===== src/rtl/mem_arbiter_pkg.sv =====
// Shared CPU definitions for the memory arbiter: FSM encoding, cache block
// geometry and the address helpers used to walk a block.
package mem_arbiter_pkg;

    typedef enum logic [1:0] {
        S_IDLE   = 2'd0,
        S_IFILL  = 2'd1,
        S_DFILL  = 2'd2,
        S_DWRITE = 2'd3
    } arb_state_t;

    localparam int          BLOCK_WORDS = 8;
    localparam int          CNT_W       = 4;
    localparam logic [15:0] BLOCK_MASK  = 16'hFFF0;

    // Byte offset of a 16-bit word inside a block.
    function automatic logic [15:0] word_offset(input logic [CNT_W-1:0] idx);
        return {11'd0, idx, 1'b0};
    endfunction

endpackage


===== src/rtl/mem_arbiter_fill_ctr.sv =====
// Issue/receive counter pair for a block fill; both clear together when the
// arbiter is idle and advance independently.
module arb_fill_ctr
    import mem_arbiter_pkg::*;
(
    input  logic             clk,
    input  logic             rst_n,
    input  logic             clr,
    input  logic             issue_inc,
    input  logic             recv_inc,
    output logic [CNT_W-1:0] issue_cnt,
    output logic [CNT_W-1:0] recv_cnt
);

    always_ff @(posedge clk) begin
        if (!rst_n || clr) begin
            issue_cnt <= '0;
            recv_cnt  <= '0;
        end else begin
            if (issue_inc) begin
                issue_cnt <= issue_cnt + CNT_W'(1);
            end
            if (recv_inc) begin
                recv_cnt <= recv_cnt + CNT_W'(1);
            end
        end
    end

endmodule


===== src/rtl/mem_arbiter.sv =====
// Arbitrates I-cache fills, D-cache fills and D-cache write-through stores
// onto one pipelined main-memory port; the D side always wins in IDLE.
module mem_arbiter #(
    parameter int BLOCK_WORDS = mem_arbiter_pkg::BLOCK_WORDS,
    parameter int DATA_W      = 16
) (
    input  logic              clk,
    input  logic              rst_n,
    input  logic              ic_req,
    input  logic [DATA_W-1:0] ic_addr,
    input  logic              dc_req,
    input  logic              dc_wr,
    input  logic [DATA_W-1:0] dc_addr,
    input  logic [DATA_W-1:0] dc_wdata,
    output logic              mem_en,
    output logic              mem_wr,
    output logic [DATA_W-1:0] mem_addr,
    output logic [DATA_W-1:0] mem_wdata,
    input  logic [DATA_W-1:0] mem_rdata,
    input  logic              mem_data_valid,
    output logic [DATA_W-1:0] fill_data,
    output logic [DATA_W-1:0] fill_addr,
    output logic              ic_fill_we,
    output logic              dc_fill_we,
    output logic              ic_done,
    output logic              dc_done,
    output logic              busy
);
    import mem_arbiter_pkg::*;

    localparam logic [CNT_W-1:0]  NUM_WORDS = CNT_W'(BLOCK_WORDS);
    localparam logic [CNT_W-1:0]  LAST_IDX  = CNT_W'(BLOCK_WORDS - 1);
    localparam logic [DATA_W-1:0] ADDR_MASK = DATA_W'(BLOCK_MASK);

    arb_state_t        state;
    logic [DATA_W-1:0] base;
    logic [CNT_W-1:0]  issue_cnt;
    logic [CNT_W-1:0]  recv_cnt;
    logic              filling;
    logic              issue_more;
    logic              recv_word;
    logic              last_word;
    logic              ctr_clr;

    assign filling    = (state == S_IFILL) || (state == S_DFILL);
    assign issue_more = filling && (issue_cnt < NUM_WORDS);
    // Valids outside a fill (stale data after a reset, or during a store) are dropped here.
    assign recv_word  = filling && mem_data_valid;
    assign last_word  = recv_word && (recv_cnt == LAST_IDX);
    assign ctr_clr    = (state == S_IDLE);

    arb_fill_ctr u_fill_ctr (
        .clk       (clk),
        .rst_n     (rst_n),
        .clr       (ctr_clr),
        .issue_inc (issue_more),
        .recv_inc  (recv_word),
        .issue_cnt (issue_cnt),
        .recv_cnt  (recv_cnt)
    );

    always_ff @(posedge clk) begin
        if (!rst_n) begin
            state <= S_IDLE;
            base  <= '0;
        end else begin
            unique case (state)
                S_IDLE: begin
                    if (dc_req) begin
                        state <= dc_wr ? S_DWRITE : S_DFILL;
                        base  <= dc_addr & ADDR_MASK;
                    end else if (ic_req) begin
                        state <= S_IFILL;
                        base  <= ic_addr & ADDR_MASK;
                    end
                end
                S_IFILL, S_DFILL: begin
                    if (last_word) begin
                        state <= S_IDLE;
                    end
                end
                S_DWRITE: state <= S_IDLE;
                default:  state <= S_IDLE;
            endcase
        end
    end

    assign fill_data = mem_rdata;
    assign busy      = (state != S_IDLE);

    always_comb begin
        mem_en     = 1'b0;
        mem_wr     = 1'b0;
        mem_addr   = '0;
        mem_wdata  = '0;
        fill_addr  = '0;
        ic_fill_we = 1'b0;
        dc_fill_we = 1'b0;
        ic_done    = 1'b0;
        dc_done    = 1'b0;
        unique case (state)
            S_IFILL, S_DFILL: begin
                if (issue_more) begin
                    mem_en   = 1'b1;
                    mem_addr = base + DATA_W'(word_offset(issue_cnt));
                end
                if (recv_word) begin
                    fill_addr  = base + DATA_W'(word_offset(recv_cnt));
                    ic_fill_we = (state == S_IFILL);
                    dc_fill_we = (state == S_DFILL);
                end
                ic_done = last_word && (state == S_IFILL);
                dc_done = last_word && (state == S_DFILL);
            end
            S_DWRITE: begin
                mem_en    = 1'b1;
                mem_wr    = 1'b1;
                mem_addr  = dc_addr;
                mem_wdata = dc_wdata;
                dc_done   = 1'b1;
            end
            default: begin
            end
        endcase
    end

endmodule


===== config.mk =====
export PLATFORM = sky130hd
export DESIGN_NAME = mem_arbiter
export DESIGN_NICKNAME = d
export VERILOG_FILES = /design/src/rtl/mem_arbiter_pkg.sv /design/src/rtl/mem_arbiter_fill_ctr.sv /design/src/rtl/mem_arbiter.sv
export SDC_FILE = /design/constraint.sdc
export NUM_CORES = 1
export LEC_CHECK = 0
export BUFFER_PORTS_ARGS = -buffer_cell sky130_fd_sc_hd__buf_2
export CORE_MARGIN = 2
export CORE_UTILIZATION = 28
export DETAILED_ROUTE_END_ITERATION = 7
export PLACE_DENSITY = 0.59
export SLEW_MARGIN = 20
export SYNTH_ARGS = -nofsm -noshare
export SYNTH_HDL_FRONTEND = slang
export SYNTH_SLANG_ARGS = --single-unit

===== constraint.sdc =====
create_clock -name clk -period 1.55 [get_ports clk]
set_clock_uncertainty 0.1 [all_clocks]
set_input_delay 0.0775 -clock clk [delete_from_list [all_inputs] [get_ports clk]]
set_output_delay 0.0775 -clock clk [all_outputs]
set_load 0.01 [all_outputs]

==> impl_metrics.ini, run 1 <==
[final_layout]
multiInputGateArea_um2 = 1780
num_antenna_cells = 0
regArea_um2 = 464
num-fill-cells = 617
drive_gt1_frac = 0.645
stdcell_area_um2 = 3630
final_util = 0.529
area_delta_synth_final_pct = 81.3
fin_nets = 465

[drt]
dr.pass1.iters = 4
wire_per_inst_um = 16.5
drt_iter0_drc = 103
ant_nets = 0
vias = 2334
routed_wl_um = 7890
remaining_drc_errors = 0
viasPerCell = 4.87

[critical_path]
r2r-end = u_fill_ctr.issue_cnt[2]
critPathSlowestCell = dfxtp_4
cp_top_family = flip-flops
cp_num_buf_inv = 3
r2r-start = state[0]
worstSetupPathType = flop to output port
end_kind = output port
startpoint_type = flop
ff2ff_setup_slack_ns = -0.23
crit_required_ns = 1.37
cp.arrival_ns = 1.67
slowest_delay_ns = 0.38
path_cells = inv_4, ha_4, nor2b_4, buf_6, a22oi_2, nor2_1, buf_2
cp_max_fo = 7
reg2regPathDepth = 9

[placed_design]
placed_area_um2 = 2700
place_congestion = 0.788
dp_hpwl_um = 4990
port-buffer-count = 103

[logic_synthesis]
ys_warn_count = 0
synthMuxAreaShare = 0.0750
synth_common_cells = nand2_1 (33), nor2_1 (27), dfxtp_1 (22)
yosys.cell_count.top_type = nand2_1
synth_top_family_by_area = simple AND/OR/NAND/NOR gates
ys_seq_area_frac = 0.220
synth_top_cell_by_area = dfxtp_1
synth_top_area_frac = 0.220
syn_nets = 343
syn_area_per_cell_um2 = 7.65
syn-instance-count = 262
yosysUniqueCellTypes = 36
synth_compound_area_frac = 0.139
synth_ff_type = dfxtp_1
synth_edf_count = 0
ys_seq_elements = 22
ys_top_cells_by_area = dfxtp_1 (22%), mux2i_1 (7.5%), ha_1 (6.9%)
synth-xor-area-share = 0.0962
async_flop_share = 0
syn-cell-area_um2 = 2000
synthAdderAreaFrac = 0.0687
synthSimpleGateAreaFrac = 0.287

[clock_network]
cts.clk_slew.worst_paths_ns = 0.09
clkLatencyLatePin_ns = 0.27
clockBufferDepth = 2
cts_tree = done
clockRootBuffer = clkbuf_8
cts_sinks = 22
cts_buffers = 3
htreeDepth = 1

[die]
dieWidth_um = 88.6
row_count = 30
ios = 141
die_h_um = 88.6
design.die.area_um2 = 7850
start_util = 0.292
coreArea_um2 = 6870

[timing]
finalWorstSetupSlack_ns = -0.296
setup_viol = 57
hold_viol = 0
fin_hold_ws_ns = 0.0536
slew_violations = 0
rsz0062_at_grt = yes
fmax_mhz = 542
period_minus_slack_ns = 1.85
post-route-period-util = 1.19

[hold_path]
hp-start = ic_addr[13]
hold_path_depth = 4
holdPathEnd = base[13]
worstHoldPathType = primary input to flop

[power_and_ir_drop]
ir_worst_vdd_uv = 606
p_per_area_nw_per_um2 = 1240
p_leak_uw = 0.00170

[run_status]
violations = setup timing
status = finished with violations

[global_route]
track_usage = 0.188
grt_max_degree = 25
grt_overflow = 0
grt_pass1_vias = 2376
antenna_found_initial = 0
grt_pass1_wl_um = 11500

[job]
drv_cap = 0
layer usage:
layer / GRT usage / up-vias / wire [um] / part of all wire
met1: 0.236 / 1120 / 3280 / 0.42
met3: 0.0233 / 27 / 370 / 0.047
met5: 0 / - / 0 / 0
met4: 0.0634 / 0 / 238 / 0.030
li1: - / 1112 / - / -
met2: 0.333 / 75 / 4000 / 0.51
final cells by class:
type / instances / share of cell area
flip-flops and latches: 22 / 0.128
multi-input cells: 200 / 0.491
well taps: 96 / 0.0331
repair buffers: 153 / 0.327
clock buffers: 4 / 0.0152
inverters: 4 / 0.00551
worst min-delay path, stage by stage:
cell	delay (ns)
buf_2	0.08
mux2i_1	0.05
nand2_1	0.06
o211a_1	0.13
how the worst max path moves through the flow:
stage / startpoint / to / cells after the start
2_1_floorplan: state[0] / u_fill_ctr.recv_cnt[3] / 7
3_3_place_gp: state[0] / mem_addr[15] / 6
3_5_place_dp: state[0] / mem_addr[12] / 6
4_1_cts: base[4] / mem_addr[9] / 7
5_1_grt: state[1] / mem_addr[2] / 7
6_report: state[0] / mem_addr[4] / 7
stage by stage:
| stage | power [uW] | setup TNS, ns | setup WS, ns | instances |
|---|---|---|---|---|
| 2_1_floorplan | 1940 | 0 | 0.00618 | 262 |
| 3_3_place_gp | 2670 | -1.56 | -0.137 | 456 |
| 3_5_place_dp | 2690 | -2.94 | -0.213 | 456 |
| 4_1_cts | 4050 | -7.37 | -0.282 | 472 |
| 5_1_grt | 4750 | -12.92 | -0.369 | 479 |
| 6_report | 4490 | -8.73 | -0.296 | 479 |
cells by family (layout without fill, tap and decap cells):
| logic type | after synthesis | after routing |
|---|---|---|
| simple gates | 113 | 113 |
| buf+inv | 40 | 161 |
| compound gates | 38 | 38 |
| xor+xnor | 22 | 22 |
| flops | 22 | 22 |
| mux | 15 | 15 |
| fa+ha+maj | 11 | 11 |
| other cells | 1 | 1 |
flip-flops by register name, summed over array words and instances (netlist names):
name                  flops
base                     12
state                     2
u_fill_ctr.issue_cnt      4
u_fill_ctr.recv_cnt       4
report_power, final:
group          leakage [uW]  switching (uW)  internal [uW]
Clock             0.0000288             199            227
Sequential         0.000186             248            733
Combinational       0.00149            1450           1640
cells in the final DEF (no fill, tap or decap), types with 8 or more instances in the layout:
master   netlist  final
and2_1        19     15
buf_2         10     89
dfxtp_2        0     10
o211a_1       12     12
dfxtp_1       22      9
buf_4         17     27
buf_6          0     26
xnor2_1       12     10
ha_4           0      8
nor2_1        27     18
mux2i_1       15     15
nand2_1       33     30
what timing repair did:
item / 4_1_cts / 5_1_grt
gates cloned: 3 / 3
pin swaps: 18 / 17
endpoints found under the setup margin: 47 / 70
setup buffers: 10 / 9
resized for setup: 111 / 38
hold buffers: 0 / 0
Power figures use the tool's default switching activity.
==> run 2: changes to the inputs <==
--- a/config.mk
+++ b/config.mk
@@ -9,7 +9,7 @@
 export CORE_MARGIN = 2
 export CORE_UTILIZATION = 28
 export DETAILED_ROUTE_END_ITERATION = 7
-export PLACE_DENSITY = 0.59
+export PLACE_DENSITY = 0.56
 export SLEW_MARGIN = 20
 export SYNTH_ARGS = -nofsm -noshare
 export SYNTH_HDL_FRONTEND = slang
==> constraint.sdc (replaced) <==
create_clock -name clk -period 2.3 [get_ports clk]
set_clock_uncertainty 0.1 [all_clocks]
set_input_delay 0.115 -clock clk [delete_from_list [all_inputs] [get_ports clk]]
set_output_delay 0.115 -clock clk [all_outputs]
set_load 0.01 [all_outputs]
==> run 2 against run 1 <==
Compared with the run above: the run now ends clean; final area fell by 30%; worst hold slack got worse by 0.0056 ns; first-iteration DRC count fell by 49%; critical endpoint is now fill_addr[12]; largest cell class unchanged; highest routed layer unchanged.
==> impl_metrics.ini, run 2 (synthesis gave the netlist of run 1 again) <==
[timing]
post-route-period-util = 0.899
setup_viol = 0
finalWorstSetupSlack_ns = 0.232
slew_violations = 0
hold_viol = 0
period_minus_slack_ns = 2.07
fin_hold_ws_ns = 0.0480
finalSetupTns_ns = 0
rsz0062_at_grt = no
fmax_mhz = 484

[hold_path]
hold_path_depth = 3
worstHoldPathType = primary input to flop

[global_route]
antenna_found_initial = 0
grt_pass1_wl_um = 8750
track_usage = 0.142
grt_overflow = 0
grt_pass1_vias = 1897
grt_max_degree = 25

[die]
start_util = 0.292
coreArea_um2 = 6870
row_count = 30
design.die.area_um2 = 7850
dieWidth_um = 88.6
die_h_um = 88.6
ios = 141

[drt]
viasPerCell = 4.64
dr.pass1.iters = 4
drt_iter0_drc = 53
vias = 2014
routed_wl_um = 5590
remaining_drc_errors = 0
wire_per_inst_um = 12.9
ant_nets = 0

[final_layout]
final_cell_mix = buf_2 (103), nand2_1 (33), nor2_1 (27), dfxtp_1 (22), and2_1 (19)
fin_nets = 420
final_common_cell = buf_2
regMostFlops = base
num-fill-cells = 763
largest_reg_flops = 12
drive_gt1_frac = 0.364
area_delta_synth_final_pct = 26.7
reg_top3 = base: 12 flops, u_fill_ctr.issue_cnt: 4 flops, u_fill_ctr.recv_cnt: 4 flops
num_antenna_cells = 0

[placed_design]
place_congestion = 0.795
pre_cts_slack_ns = 0.248
port-buffer-count = 103
dp_hpwl_um = 4510

[critical_path]
critPathSlowestCell = dfxtp_1
startpoint_type = flop
slowest_delay_ns = 0.37
cp.depth = 6
worstSetupPathType = flop to output port
crit_top_cell = ha_1
crit_required_ns = 2.09
cp_num_buf_inv = 1
end_kind = output port
reg2regPathDepth = 6
cp_top_family = simple AND/OR/NAND/NOR gates
cp.arrival_ns = 1.85
path_cells = ha_1, ha_1, nand3_1, or3_1, a21oi_1, buf_2
cp_max_fo = 5

[clock_network]
clockBufferDepth = 2
cts.clk_slew.worst_paths_ns = 0.09
clockRootBuffer = clkbuf_8
clkLatencyLatePin_ns = 0.27
cts_setup_buffers = 0
htreeDepth = 1
cts_sinks = 22
cts_resized = 1
cts_tree = done
hold_buffers = 0
cts_buffers = 3

[power_and_ir_drop]
p_leak_uw = 0.00135
ir_worst_vdd_uv = 339
p_per_area_nw_per_um2 = 743
power.total_uw = 1890

[job]
drv_cap = 0

[run_status]
status = completed
## run 2: cell count changes in the layout (fill, tap and decap cells not counted), sizes merged
cell    before  now
clkbuf       7    4
buf        150  108
## run 2: stage by stage
step | utilization | cells | cell area [um^2]
floorplan | - | 262 | 2000
finish | 0.369 | 434 | 2540
global placement | 0.359 | 430 | 2460
CTS | 0.367 | 434 | 2520
global route | 0.369 | 434 | 2540
detailed placement | 0.359 | 430 | 2460
## run 2: report_power, final
part | switching [uW] | total (uW) | leakage [uW] | internal [uW]
Clock | 132 | 285 | 0.0000288 | 153
Sequential | 150 | 624 | 0.000181 | 474
Combinational | 544 | 977 | 0.00114 | 433
## run 2: path summary, 6_finish.rpt
check                               from                      end  slack (ns)
setup / recovery                 base[4]            fill_addr[12]        0.23
hold reg to reg   u_fill_ctr.recv_cnt[1]   u_fill_ctr.recv_cnt[1]        0.40
hold / removal                     dc_wr                 state[0]        0.05
setup reg to reg                state[0]  u_fill_ctr.issue_cnt[1]        0.61
## run 2: cell type report
cell class / instances / area (um^2) / area share
Inverter: 4 / 15.0 / 0.00592
Multi-Input combinational cell: 200 / 1350 / 0.534
Timing Repair Buffer: 108 / 553 / 0.218
Tap cell: 96 / 120 / 0.0473
Clock buffer: 4 / 55.1 / 0.0217
Sequential cell: 22 / 440 / 0.174
## run 2: layer usage
metal	vias to the layer above	part of all wire	global-route usage	routed length, um
met5	-	0	0	0
met4	0	0.012	0.0413	67
met3	8	0.041	0.0177	231
met2	44	0.53	0.259	2940
met1	944	0.42	0.175	2350
li1	1018	-	-	-
## run 2: worst register-to-register path, stage by stage, from the launching register on
cell and delay [ns]:
dfxtp_1 0.39, inv_1 0.12, ha_4 0.33, nor2b_2 0.18, buf_4 0.19, mux2i_1 0.20
nor2_1 0.05
==> run 3: changes to the inputs <==
--- a/config.mk
+++ b/config.mk
@@ -9,8 +9,10 @@
 export CORE_MARGIN = 2
 export CORE_UTILIZATION = 28
 export DETAILED_ROUTE_END_ITERATION = 7
-export PLACE_DENSITY = 0.56
+export PLACE_DENSITY = 0.59
+export REMOVE_ABC_BUFFERS = 1
 export SLEW_MARGIN = 20
 export SYNTH_ARGS = -nofsm -noshare
 export SYNTH_HDL_FRONTEND = slang
 export SYNTH_SLANG_ARGS = --single-unit
+export TNS_END_PERCENT = 30
==> constraint.sdc (replaced) <==
create_clock -name clk -period 1.9 [get_ports clk]
set_clock_uncertainty 0.1 [all_clocks]
set_input_delay 0.095 -clock clk [delete_from_list [all_inputs] [get_ports clk]]
set_output_delay 0.095 -clock clk [all_outputs]
set_load 0.01 [all_outputs]
==> run 3 against run 2 <==
Compared with the run above: critical path depth shrank 2; sequential share of layout area shrank 0.58 points; global-route usage grew 1.3 points; count of clock-buffer cells in the layout shrank 1; total power grew 33%; register-to-register slack lost 0.24 ns.
==> impl_metrics.ini, run 3 (synthesis gave the netlist of run 1 again) <==
[placed_design]
port-buffer-count = 103
dp_hpwl_um = 4900
place_congestion = 0.830
placed_area_um2 = 2520

[global_route]
track_usage = 0.156
grt_pass1_vias = 1910
grt_max_degree = 27
grt_pass1_wl_um = 9450
antenna_found_initial = 0
grt_overflow = 0

[power_and_ir_drop]
p_int_uw = 1410
p_sw_frac = 0.438
clkPwrFrac = 0.117
p_leak_uw = 0.00142
p_sw_uw = 1100
power.total_uw = 2510
power_frac_seq = 0.324
p_comb_frac = 0.559
ir_worst_vdd_uv = 463
p_per_area_nw_per_um2 = 907

[die]
ios = 141
row_count = 30
start_util = 0.292
dieWidth_um = 88.6
die_h_um = 88.6
coreArea_um2 = 6870
design.die.area_um2 = 7850

[timing]
slew_violations = 0
fmax_mhz = 535
rsz0062_at_grt = yes
period_minus_slack_ns = 1.87
setup_viol = 0
post-route-period-util = 0.983
hold_viol = 0

[drt]
routed_wl_um = 6250
remaining_drc_errors = 0
drt_iter0_drc = 84
dr.pass1.iters = 4
vias = 2056
wire_per_inst_um = 14.1
ant_nets = 0
viasPerCell = 4.64

[clock_network]
cts_buffers = 3
clkLatencyLatePin_ns = 0.26
clockBufferDepth = 2
hold_buffers = 0
cts_sinks = 22
htreeDepth = 1
clockRootBuffer = clkbuf_8
cts.clk_slew.worst_paths_ns = 0.08
cts_tree = done

[final_layout]
drive_gt1_frac = 0.467
regArea_um2 = 464
stdcell_area_um2 = 2770
largest_reg_flops = 12
area_delta_synth_final_pct = 38.1
fin_nets = 430
final_cell_mix = buf_2 (103), nand2_1 (32), nor2_1 (25), and2_1 (19), mux2i_1 (15)
regMostFlops = base
final_common_cell = buf_2
num_antenna_cells = 0
reg_top3 = base: 12 flops, u_fill_ctr.issue_cnt: 4 flops, u_fill_ctr.recv_cnt: 4 flops
num-fill-cells = 716
multiInputGateArea_um2 = 1490

[critical_path]
crit_required_ns = 1.70
startpoint_type = flop
path_cells = nand3_2, or3_1, a21oi_1, buf_2
end_kind = output port
cp.arrival_ns = 1.67
worstSetupPathType = flop to output port
slowest_delay_ns = 0.49
critPathSlowestCell = dfxtp_2
reg2regPathDepth = 5
cp_max_fo = 8

[job]
drv_cap = 0

[hold_path]
worstHoldPathType = primary input to flop
hold_path_depth = 3

[run_status]
status = completed
## run 3: layout make-up
class / count / area share
tap: 96 / 0.0434
timing repair buffer: 118 / 0.230
clock buffer: 3 / 0.0149
multi-input combinational: 200 / 0.539
sequential: 22 / 0.168
inverter: 4 / 0.00543
## run 3: power by group through the flow
| stage | Clock, uW | Combinational [uW] | Sequential, uW |
|---|---|---|---|
| floorplan | 0 | 735 | 723 |
| global placement | 0 | 1230 | 756 |
| detailed placement | 0 | 1240 | 759 |
| CTS | 302 | 1300 | 760 |
| global route | 326 | 1550 | 836 |
| finish | 293 | 1400 | 812 |
## run 3: critical path, delay by kind of cell, from the launching register on
kind	cells	cell delay, ns
and+or+nand+nor	2	0.55
DFF	1	0.49
AOI/OAI and AO/OA	1	0.20
buffers and inverters	1	0.16
## run 3: worst paths after layout
| path | to | from | slack, ns |
|---|---|---|---|
| worst max register to register | state[1] | u_fill_ctr.recv_cnt[0] | 0.37 |
| worst min-delay path | state[0] | dc_wr | 0.05 |
| worst min register to register | u_fill_ctr.recv_cnt[1] | u_fill_ctr.recv_cnt[1] | 0.40 |
| worst max-delay path | fill_addr[9] | base[6] | 0.03 |
## run 3: repair_timing
action | CTS | global route
setup endpoints to repair | 20 | 19
pin swaps | 0 | 2
gates resized for setup | 18 | 30
buffers inserted | 1 | 2
cloned | 0 | 0
## run 3: layer usage
metal | GRT usage | up-vias | routed length [um]
met5 | 0.0714 | - | 70
met2 | 0.252 | 82 | 2780
met1 | 0.188 | 929 | 2660
met4 | 0.0193 | 2 | 31
li1 | - | 1037 | -
met3 | 0.0774 | 6 | 696
## run 3: metrics by stage
step,cells,hold slack [ns],setup slack [ns],TNS [ns],util
finish,443,0.0474,0.0321,0,0.403
global route,443,0.0453,-0.0654,-0.119,0.403
CTS,441,0.0439,-0.0446,-0.0812,0.381
detailed placement,437,0.0901,0.131,0,0.366
global placement,437,0.0901,0.157,0,0.366
floorplan,226,0.0900,-0.251,-1.89,-
